==> config.mk <==
export PLATFORM = sky130hd
export DESIGN_NAME = usb_line_monitor
export DESIGN_NICKNAME = d
export VERILOG_FILES = /design/src/rtl/usb_line_monitor_pkg.sv /design/src/rtl/usb_run_counter.sv /design/src/rtl/usb_line_monitor.sv
export SDC_FILE = /design/constraint.sdc
export NUM_CORES = 1
export LEC_CHECK = 0
export CAP_MARGIN = 5
export CELL_PAD_IN_SITES_DETAIL_PLACEMENT = 0
export CELL_PAD_IN_SITES_GLOBAL_PLACEMENT = 2
export CORE_ASPECT_RATIO = 0.5
export CORE_MARGIN = 2
export CORE_UTILIZATION = 37
export CTS_CLUSTER_SIZE = 14
export DETAILED_ROUTE_END_ITERATION = 8
export PLACE_DENSITY_LB_ADDON = 0.1
export SLEW_MARGIN = 5
export SYNTH_ARGS = -nofsm -noshare
export SYNTH_HDL_FRONTEND = slang
export SYNTH_SLANG_ARGS = --single-unit
==> constraint.sdc <==
create_clock -name clk -period 3.3 [get_ports clk]
set_clock_uncertainty 0.1 [all_clocks]
set_input_delay 0.495 -clock clk [delete_from_list [all_inputs] [get_ports clk]]
set_output_delay 0.495 -clock clk [all_outputs]
set_load 0.005 [all_outputs]
==> src/rtl/usb_line_monitor_pkg.sv <==
// rtl/usb_line_monitor_pkg.sv - USB line-state and link-state types shared with the device core
package usb_line_monitor_pkg;

  typedef enum logic [1:0] {
    DP_SE0 = 2'b00,
    DP_J   = 2'b01,
    DP_K   = 2'b10,
    DP_SE1 = 2'b11
  } d_port_t;

  typedef enum logic [1:0] {
    LS_ACTIVE    = 2'b00,
    LS_BUS_RESET = 2'b01,
    LS_SUSPENDED = 2'b10
  } usb_link_state_t;

  function automatic int max3(input int a, input int b, input int c);
    int m;
    m = (a > b) ? a : b;
    return (m > c) ? m : c;
  endfunction

endpackage

==> src/rtl/usb_run_counter.sv <==
// rtl/usb_run_counter.sv - saturating run-length counter over consecutive identical line states
module usb_run_counter
  import usb_line_monitor_pkg::*;
#(
  parameter int CNT_W = 8
) (
  input  logic             clk,
  input  logic             reset_ni,
  input  d_port_t          line_state,
  output logic [CNT_W-1:0] run_next,
  output logic [CNT_W-1:0] run
);

  localparam logic [CNT_W-1:0] RUN_MAX = '1;

  d_port_t          r_ls_q;
  logic [CNT_W-1:0] r_run;

  // Saturation keeps a long run from wrapping back through a threshold.
  always_comb begin
    if (line_state != r_ls_q) begin
      run_next = CNT_W'(1);
    end else if (r_run == RUN_MAX) begin
      run_next = RUN_MAX;
    end else begin
      run_next = r_run + CNT_W'(1);
    end
  end

  always_ff @(posedge clk or negedge reset_ni) begin
    if (!reset_ni) begin
      r_ls_q <= DP_J;
      r_run  <= '0;
    end else begin
      r_ls_q <= line_state;
      r_run  <= run_next;
    end
  end

  assign run = r_run;

endmodule

==> src/rtl/usb_line_monitor.sv <==
// rtl/usb_line_monitor.sv - bus reset / suspend / resume link-state monitor
// USB_LINE_MONITOR_RESUME_EN: timed K-run resume with resume_o pulse; otherwise any K/SE1 wakes.
module usb_line_monitor
  import usb_line_monitor_pkg::*;
#(
  parameter int RESET_CYCLES   = 60,
  parameter int SUSPEND_CYCLES = 72000,
  parameter int RESUME_CYCLES  = 240
) (
  input  logic    clk,
  input  logic    reset_ni,
  input  d_port_t line_state,
  output logic    reset_o,
  output logic    bus_reset_o,
  output logic    suspend_o,
  output logic    resume_o
);

  localparam int CNT_W = $clog2(max3(RESET_CYCLES, SUSPEND_CYCLES, RESUME_CYCLES) + 1);
  localparam logic [CNT_W-1:0] RESET_THR   = CNT_W'(RESET_CYCLES);
  localparam logic [CNT_W-1:0] SUSPEND_THR = CNT_W'(SUSPEND_CYCLES);
`ifdef USB_LINE_MONITOR_RESUME_EN
  localparam logic [CNT_W-1:0] RESUME_THR  = CNT_W'(RESUME_CYCLES);
`endif

  logic [CNT_W-1:0] w_run_next;
  logic [CNT_W-1:0] w_run_unused;
  logic             w_se0_hit;
  logic             w_reset_evt;
  usb_link_state_t  w_state_next;
  usb_link_state_t  r_state;
  logic             r_reset;
  logic             r_bus_reset;
  logic             r_suspend;
`ifdef USB_LINE_MONITOR_RESUME_EN
  logic             w_resume_evt;
  logic             r_resume;
`endif

  usb_run_counter #(
    .CNT_W(CNT_W)
  ) u_run_counter (
    .clk       (clk),
    .reset_ni  (reset_ni),
    .line_state(line_state),
    .run_next  (w_run_next),
    .run       (w_run_unused)
  );

  assign w_se0_hit = (line_state == DP_SE0) && (w_run_next == RESET_THR);

  always_ff @(posedge clk or negedge reset_ni) begin
    if (!reset_ni) begin
      r_state <= LS_ACTIVE;
    end else begin
      r_state <= w_state_next;
    end
  end

  // Each event moves to a state where the same run cannot re-fire it.
  always_comb begin
    w_state_next = r_state;
    w_reset_evt  = 1'b0;
`ifdef USB_LINE_MONITOR_RESUME_EN
    w_resume_evt = 1'b0;
`endif
    case (r_state)
      LS_ACTIVE: begin
        if (w_se0_hit) begin
          w_state_next = LS_BUS_RESET;
          w_reset_evt  = 1'b1;
        end else if ((line_state == DP_J) && (w_run_next == SUSPEND_THR)) begin
          w_state_next = LS_SUSPENDED;
        end
      end
      LS_BUS_RESET: begin
        if (line_state != DP_SE0) begin
          w_state_next = LS_ACTIVE;
        end
      end
      LS_SUSPENDED: begin
        if (w_se0_hit) begin
          w_state_next = LS_BUS_RESET;
          w_reset_evt  = 1'b1;
`ifdef USB_LINE_MONITOR_RESUME_EN
        end else if ((line_state == DP_K) && (w_run_next == RESUME_THR)) begin
          w_state_next = LS_ACTIVE;
          w_resume_evt = 1'b1;
`else
        end else if ((line_state == DP_K) || (line_state == DP_SE1)) begin
          w_state_next = LS_ACTIVE;
`endif
        end
      end
      default: w_state_next = LS_ACTIVE;
    endcase
  end

  always_ff @(posedge clk or negedge reset_ni) begin
    if (!reset_ni) begin
      r_reset     <= 1'b0;
      r_bus_reset <= 1'b0;
      r_suspend   <= 1'b0;
`ifdef USB_LINE_MONITOR_RESUME_EN
      r_resume    <= 1'b0;
`endif
    end else begin
      r_reset     <= w_reset_evt;
      r_bus_reset <= (w_state_next == LS_BUS_RESET);
      r_suspend   <= (w_state_next == LS_SUSPENDED);
`ifdef USB_LINE_MONITOR_RESUME_EN
      r_resume    <= w_resume_evt;
`endif
    end
  end

  assign reset_o     = r_reset;
  assign bus_reset_o = r_bus_reset;
  assign suspend_o   = r_suspend;
`ifdef USB_LINE_MONITOR_RESUME_EN
  assign resume_o    = r_resume;
`else
  assign resume_o    = 1'b0;
`endif

endmodule

Word level (Yosys, flattened, before mapping)
Index checks and enable logic that the tools add are counted.

storage, ports and cells
  bits in read-only memories = 0
  latch bits = 0
  memories = 0
  logic and storage cells = 35
  output and inout bits = 4
  memory bits (writable) = 0
  register bits after elaboration = 24

operators by class
  $lt $le $gt $ge = 0
  multipliers = 0
  reduce and logical (&&, ||, !) cells = 7
  muxes and demuxes = 10
  bitwise operators = 0
  shifts and indexed selects = 0
  div/mod/pow operators = 0
  eq/ne operators = 11
  add/subtract/negate cells = 1

operators by type and width
  cell                                                  count
  equality test 17 bit, second input constant           2
  2-to-1 mux 17 bit                                     2
  adder 17 x 1 -> 17 bit, second input constant         1
  equality test 17 x 6 -> 1 bit, second input constant  1
  2-to-1 mux 2 bit                                      5
  equality test 2 bit, second input constant            4
  equality test 2 x 1 -> 1 bit, second input constant   3
  case mux 2 bit (3 select lines)                       1
  logical NOT 2 bit                                     2
  logical AND 1 bit                                     2
  2-to-1 mux 1 bit                                      2
  inequality test 2 bit                                 1
  nonzero test 2 bit                                    1
  OR reduction 2 bit                                    1
  logical OR 1 bit                                      1

Logic depth before layout (Yosys ltp)
  depth after elaboration = 9
  gate-level depth with buffers = 8

By module
From an unflattened synthesis, not the netlist that was laid out.

second synthesis, totals
  cell total of the unflattened synthesis = 113
  area, all modules = 1,233.7 um^2

by module, submodules not included
  module            instances  seq. area each (um^2)  cells each  area an instance (um^2)
  usb_run_counter   1          476.7                  86          943.4
  usb_line_monitor  1          125.1                  27          290.3

Worst setup path before layout
No wires, ideal clock.

  kind = flip-flop to flip-flop
  start = register u_run_counter.r_run[0] (netlist: u_run_counter.run[0])
  end = register r_bus_reset (netlist: bus_reset_o)
  slack = 0.972 ns
  setup time = 0.080 ns
  stages on the path, launching flop included = 9
  data arrival time = 2.149 ns
  buffers on the path = 0
  cell sequence = dfrtp_1 -> ha_1 -> nand3_1 -> nor2_1 -> a2111oi_4 -> a211oi_2 -> nor3_2 -> nor4b_4 -> a2bb2oi_1

between the ends
  word-level cells in the longest chain between the ends = 9
  elaborated cells on any way between the ends = 13
  classes of those cells = add/sub (1); eq/ne (4); mux (6); reduce/logical (2)

RTL lines
  item                                                                   line                                          RTL
  from (decl)                                                            usb_run_counter.sv:17                         logic [CNT_W-1:0] r_run;
  from (signal assigned)                                                 usb_run_counter.sv:36                         r_run <= run_next;
  adder 17 x 1 -> 17 bit / equality test 17 bit (equally long branches)  usb_run_counter.sv:26, usb_run_counter.sv:23
  2-to-1 mux 17 bit (*)                                                  usb_run_counter.sv:23                         end else if (r_run == RUN_MAX) begin
  2-to-1 mux 17 bit (*)                                                  usb_run_counter.sv:21                         if (line_state != r_ls_q) begin
  net u_run_counter.run_next[15]                                         usb_run_counter.sv:10                         output logic [CNT_W-1:0] run_next,
  equality test 17 bit                                                   usb_line_monitor.sv:72                        end else if ((line_state == DP_J) && (w_run_next == SUSPEND_THR)) begin
  logical AND 1 bit                                                      usb_line_monitor.sv:72
  2-to-1 mux 2 bit                                                       usb_line_monitor.sv:72
  2-to-1 mux 2 bit                                                       usb_line_monitor.sv:69                        if (w_se0_hit) begin
  case mux 2 bit (3 select lines) (*)                                    usb_line_monitor.sv:67                        case (r_state)
  equality test 2 x 1 -> 1 bit (*)                                       usb_line_monitor.sv:109                       r_bus_reset <= (w_state_next == LS_BUS_RESET);
  to (signal assigned)                                                   usb_line_monitor.sv:109
  to (decl)                                                              usb_line_monitor.sv:33                        logic r_bus_reset;

The timed path passes the listed nets; every way through them passes the cells marked *.

Final worst setup path
  start = register u_run_counter.r_run[0] (netlist: u_run_counter.run[0])
  end = register r_bus_reset (netlist: bus_reset_o)

between the ends
  word-level cells in the longest chain between the ends = 9
  elaborated cells on any way between the ends = 13
  classes of those cells = add/sub (1); eq/ne (4); mux (6); reduce/logical (2)

RTL lines
  item                                                                   line
  adder 17 x 1 -> 17 bit / equality test 17 bit (equally long branches)  usb_run_counter.sv:26, usb_run_counter.sv:23
  2-to-1 mux 17 bit (*)                                                  usb_run_counter.sv:23
  2-to-1 mux 17 bit (*)                                                  usb_run_counter.sv:21
  equality test 17 bit                                                   usb_line_monitor.sv:72
  logical AND 1 bit                                                      usb_line_monitor.sv:72
  2-to-1 mux 2 bit                                                       usb_line_monitor.sv:72
  2-to-1 mux 2 bit                                                       usb_line_monitor.sv:69
  case mux 2 bit (3 select lines) (*)                                    usb_line_monitor.sv:67
  equality test 2 x 1 -> 1 bit (*)                                       usb_line_monitor.sv:109

Every way passes the cells marked *; elsewhere a longest branch is shown, timed or not.

==> results.toml <==
[finish]
ratio_of_cells_with_drive_above_1_in_the_final_layout_pct = 13.01
syn2layout_area_growth_pct = 14.89
final_cell_mix = "23 x dfrtp_1, 16 x a21oi_1, 9 x nand3_1, 9 x nand2_1, 9 x xnor2_1"
final_cell_area_mm2 = 0.001554
nets = 152
filler_cell_count = 341
layout.core_utilization_pct = 44.76
n_antenna_cell = 0
final_common_cell = "dfrtp_1"

[synth]
dominant_combinational_cell_family_by_area_after_synthesis = "simple AND/OR/NAND/NOR gates"
number_of_flops_mapped_to_enable_cells_by_yosys = 0
synth-xor-area-share_pct = 9.066
synth_area_per_cell_um2 = 9.873
synth_adder_area_share_pct = 0.9251
synth_top_flop_cell = "dfrtp_1"
async_reset_ff_share_pct = 100.0
sequential_area_share_after_synthesis_pct = 44.50
portion_of_netlist_area_occupied_by_mux_cells_pct = 0
netlist-cell-type-count = 41
mappedNetlistNets = 142
post_synth_and_or_nand_nor_area_fraction_pct = 25.16
synth-compound-area-share_pct = 17.21
netlist_instances = 137
netlist_area_mm2 = 0.001353
synth.ff_latch_count = 24
ys.warnings.count = 0

[global_routing]
global_route_wire_length_before_repair_mm = 5.202
grt_util_overall_pct = 17.14
grt_remaining_overflow = 0
first_global_vias = 972
grt_antenna_before_repair = 0
grt_start_max_net_pins = 25

[floorplanning]
chipWidth_um = 89.51
placeableCoreArea_mm2 = 0.003472
rows = 15
dieHeight_um = 46.75
floorplan.initialDensity_pct = 38.95
die_ar_mm2 = 0.004184
floorplan.io_pins = 8

[placed_design]
place_hpwl_mm = 2.233
dpl_cell_area_mm2 = 0.001483
placement.io_buffers = 6
place.gp.congestion = 0.7740

[clock_network]
worst_skew_pair.late_latency_ns = 0.27
clk_pin_slew_ns = 0.09
cts_root_buf = "clkbuf_8"
postCtsSetupRepairBufs = 0
tritoncts = "built"
tritoncts_buffers = 3
cts.repair.resized = 0
cts_max_path_buffers = 2
cts-htree-levels = 1
clock_sink_count = 24
cts_hold_buffers = 0

[worst_setup_path]
critPathArrivalTime_ns = 2.87
crit_path_end_kind = "flip-flop"
crit_type = "reg2reg"
timing.critical_path.mode_cell = "nand3_1"
cpLargestDelayFamily = "simple AND/OR/NAND/NOR gates"
cp_max_fo = 8
critPathLaunchType = "flip-flop"
worst-r2r-setup-slack_ns = 0.54
timing.critical_path.slowest_stage_cell = "dfrtp_1"
slowest_delay_ns = 0.49
worst-path-buf-inv = 0
timing.critical_path.required_ns = 3.41
crit_chain = "ha_1 -> nand3_1 -> nor3_2 -> nand3_1 -> xor2_1 -> a41oi_1 -> nor4b_4 -> a2bb2oi_1"

[pwr]
ir_drop_uv = 140.8
post_layout_power_mw = 0.6132
power.switching_mw = 0.1355
internal_power_mw = 0.4777
switching_share_pct = 22.10
power_per_cell_area_mw_per_mm2 = 394.6
power.combinational.fraction_pct = 7.4
leakage_power_of_the_design_nw = 0.5801
seq_power_share_pct = 50.0
clock_power_share_pct = 42.6

[sta]
setup_tns_ns = 0
min_period_over_period_pct = 83.61
timing.final.crit_period_ns = 2.759
setup_viol_count_final = 0
number_of_failing_hold_endpoints_at_the_final_stage = 0
max_freq_mhz = 362.4
timing.final.max_slew_violations = 0
setup_repair_after_global_routing_missed_its_margin = "no"

[run_status]
status = "finished clean"

[routing]
wirelength_met1_mm = 1.688
drc = 0
met2_wirelength_mm = 1.194
routed_wl_mm = 3.032
dr_wl_met3_um = 148
routed_via_density = 5.228
top_layer_used = "met3"
post_drt_wl_per_cell_um = 15.39
num_vias = 1030
drtAntennaViolNets = 0
detailed_router_s_first_iteration_violation_count = 33
dr.pass1.iters = 4

[run]
drv_cap = 0

[worst_hold_path]
hold_path_class = "reg2reg"
[per-layer routing]
layer | up-vias | track usage (%)
met5 | - | 0
met4 | 0 | 2.687
met3 | 0 | 5.272
met2 | 22 | 23.26
met1 | 488 | 26.87
li1 | 520 | -
[area by class of cell]
class	count	area (µm²)	area share, %
inverters	4	15.01	0.9662
clock inverters	1	30.03	1.932
repair buffers	10	90.09	5.797
flip-flops and latches	24	601.8	38.73
clock buffers	3	41.29	2.657
multi-input cells	104	711.9	45.81
well taps	51	63.81	4.106
[flip-flops by register name, summed over array words and instances, names as in the netlist]
signal,flops
u_run_counter.run,17
reset_o,1
suspend_o,1
u_run_counter.r_ls_q,2
r_state,2
bus_reset_o,1
[synthesized netlist by cell type, types with 2 or more instances]
library cell,n,area share (%)
nand2_1,9,2.5
nor2b_1,4,1.8
nor3b_1,2,1.1
nor3_2,2,1.5
nand3_1,9,3.3
xnor2_1,9,5.8
clkbuf_1,3,0.83
or3_1,2,0.92
dfrtp_1,23,43
xor2_1,5,3.2
nor4_1,4,1.8
nand4_1,3,1.4
inv_1,4,1.1
a31oi_1,4,1.8
a21oi_1,16,5.9
nor3_1,4,1.5
nor2_1,7,1.9
o21ai_0,3,1.1
a2bb2oi_1,2,1.3
[kinds of logic after synthesis]
group           count (synthesis)
other cells                     1
flops                          24
buf+inv                         9
xor+xnor                       14
simple gates                   54
fa+ha+maj                       1
compound gates                 34
[through the flow]
stage                     hold WS (ns)  setup slack (ns)  std cells
after floorplan                0.09941            0.9718        137
after global placement          0.4096            0.4545        193
after detailed placement        0.3971            0.5468        193
after global routing            0.4339            0.2209        197
after CTS                       0.4093            0.5270        197
final                           0.4135            0.5407        197
[path summary, 6_finish.rpt]
path,cells past startpoint,start,to
max,8,u_run_counter.run[0],bus_reset_o
min,1,u_run_counter.run[15],u_run_counter.run[15]
max reg2reg,8,u_run_counter.run[0],bus_reset_o
min reg2reg,1,u_run_counter.run[15],u_run_counter.run[15]
max in group asynchronous,2,reset_ni,u_run_counter.r_ls_q[0]
min in group asynchronous,2,reset_ni,u_run_counter.run[14]
[power by group through the flow]
stage	sequential (mW)	combinational [mW]	clock [mW]
after detailed placement	0.312	0.0465	0
final	0.307	0.0452	0.261
after global placement	0.312	0.0465	0
after global routing	0.307	0.0522	0.286
after CTS	0.306	0.0466	0.272
after floorplan	0.310	0.0271	0
No activity file was read; power rests on OpenSTA's default activity.
==> patch (config.mk and constraints unchanged) <==
Register the output `suspend_o` once more, with the module's reset; this adds one clock of latency there. The other outputs are not delayed to match.
--- a/src/rtl/usb_line_monitor.sv
+++ b/src/rtl/usb_line_monitor.sv
@@ -116,7 +116,13 @@
 
   assign reset_o     = r_reset;
   assign bus_reset_o = r_bus_reset;
-  assign suspend_o   = r_suspend;
+  always_ff @(posedge clk or negedge reset_ni) begin
+    if (!reset_ni) begin
+      suspend_o <= '0;
+    end else begin
+      suspend_o <= r_suspend;
+    end
+  end
 `ifdef USB_LINE_MONITOR_RESUME_EN
   assign resume_o    = r_resume;
 `else
Check against the original RTL: no difference found for any inputs over 10 cycles, from zero or initial values and one cycle with reset_ni low; that may be too few to reach the edited logic, so the function may still have changed.
==> patch against the unedited design <==
- sequential cell count grew 1
- routed wire length fell by 1.1%
- hold slack worse by 0.16 ns
- setup slack got worse by 0.048 ns
- critical path depth is the same
- via count up 0.97%
- global-route usage decreased by 1.4 points
- power decreased by 9.2%
- final area down 0.32%
- final cell count is the same
- synthesized area up 1.9%
- first-iteration DRC count increased by 73%
- critical path type unchanged
- largest power group unchanged
==> patch: results (changes against the unedited design) <==
{| class="wikitable"
! Metric !! Value
|-
| Outcome || finished clean
|-
| Proportion of synthesized flip-flops having asynchronous set or reset || 100% (unchanged)
|-
| Global placement routability congestion || 0.796 (+2.9%)
|-
| Yosys warnings || 0 (unchanged)
|-
| Switching part of the total || 25.8% (+3.7 points)
|-
| Post-DP HPWL || 2210 um (-1.1%)
|-
| PostCTS Resize Cnt || 0 (unchanged)
|-
| Largest net degree at the start of global routing || 26 (+4.0%)
|-
| Post-synthesis cell count || 138 (+0.73%)
|-
| Share of power burned in the clock network || 34.6% (-8.0 points)
|-
| Flip-flop and latch share of the layout cell area || 40.5% (+1.7 points)
|-
| Proportion of cell area spent on the clock network || 3.15% (-1.4 points)
|-
| Relative area of non-clock buffer cells in the final design || 5.33% (-0.47 points)
|-
| Clock latency reported for the late side of the worst-skew pair || approximately 0.28 ns
|-
| Share of total power in sequential cells || 57.2% (+7.2 points)
|-
| Hold Slack || 0.258 ns (-0.156 ns)
|-
| Internal Power || 0.413 mW (-13%)
|-
| Number of non-clock buffers in the layout || 9 (-1)
|-
| Critical path arrival || 2.92 ns (+0.05 ns)
|-
| Timing endpoint of the critical path || r_state[0]
|-
| First-pass GRT wire length || 5000 um (-3.8%)
|-
| Worst hold path startpoint || r_suspend
|-
| Final Core Density || 44.4% (-0.38 points)
|-
| 1st-iter DRT viols || 57 (+73%)
|-
| Cell types with the highest counts after synthesis || dfrtp_1, a21oi_1, nand2_1, nand3_1, xnor2_1
|-
| Fill cell total of the finished layout || 356 (+4.4%)
|-
| Worst hold stages || 0 (-1)
|-
| Sinks on the clock net || 25 (+4.2%)
|-
| Synth top area cells || dfrtp_1, a21oi_1, xnor2_1
|-
| R2R depth || 8 (unchanged)
|-
| Hold WC Path Type || flop to flop
|-
| Detailed-route vias per instance || 5.28 (+0.97%)
|-
| Die span in x || 90.3 um (+0.88%)
|-
| Via count of the first global-routing pass || 968 (-0.41%)
|-
| Portion of the clock cycle consumed by the worst path in the final layout || 85.1% (+1.5 points)
|-
| Number of buffers inserted for hold repair after clock tree synthesis || 0 (unchanged)
|}
## patch: cell types whose count changed after synthesis
cell / delta
dfrtp_1: +1
## patch: kinds of logic after synthesis
kind of cell | count (synthesis) | share of synthesized area [%]
flip-flops | 25 | 45.5
buffers and inverters | 9 | 2.82
other | 1 | 0.272
adder cells (fa/ha/maj) | 1 | 0.908
AO/OA/AOI/OAI | 34 | 16.9
XOR/XNOR | 14 | 8.90
AND/OR/NAND/NOR | 54 | 24.7
## patch: worst max-delay path, stage by stage, from the launching register on
cell	delay, ns
dfrtp_1	0.49
ha_1	0.31
nand3_1	0.31
nor3_2	0.29
nand3_1	0.12
xor2_1	0.30
a41oi_1	0.23
nor4b_4	0.39
a2bb2oi_1	0.21
## patch: per-layer routing
metal / vias up / routed length, um / GRT usage, %
met5: - / 0 / 0
met1: 496 / 1680 / 23.6
met3: 0 / 128 / 4.33
met4: 0 / 0 / 3.69
li1: 522 / - / -
met2: 22 / 1190 / 22.7
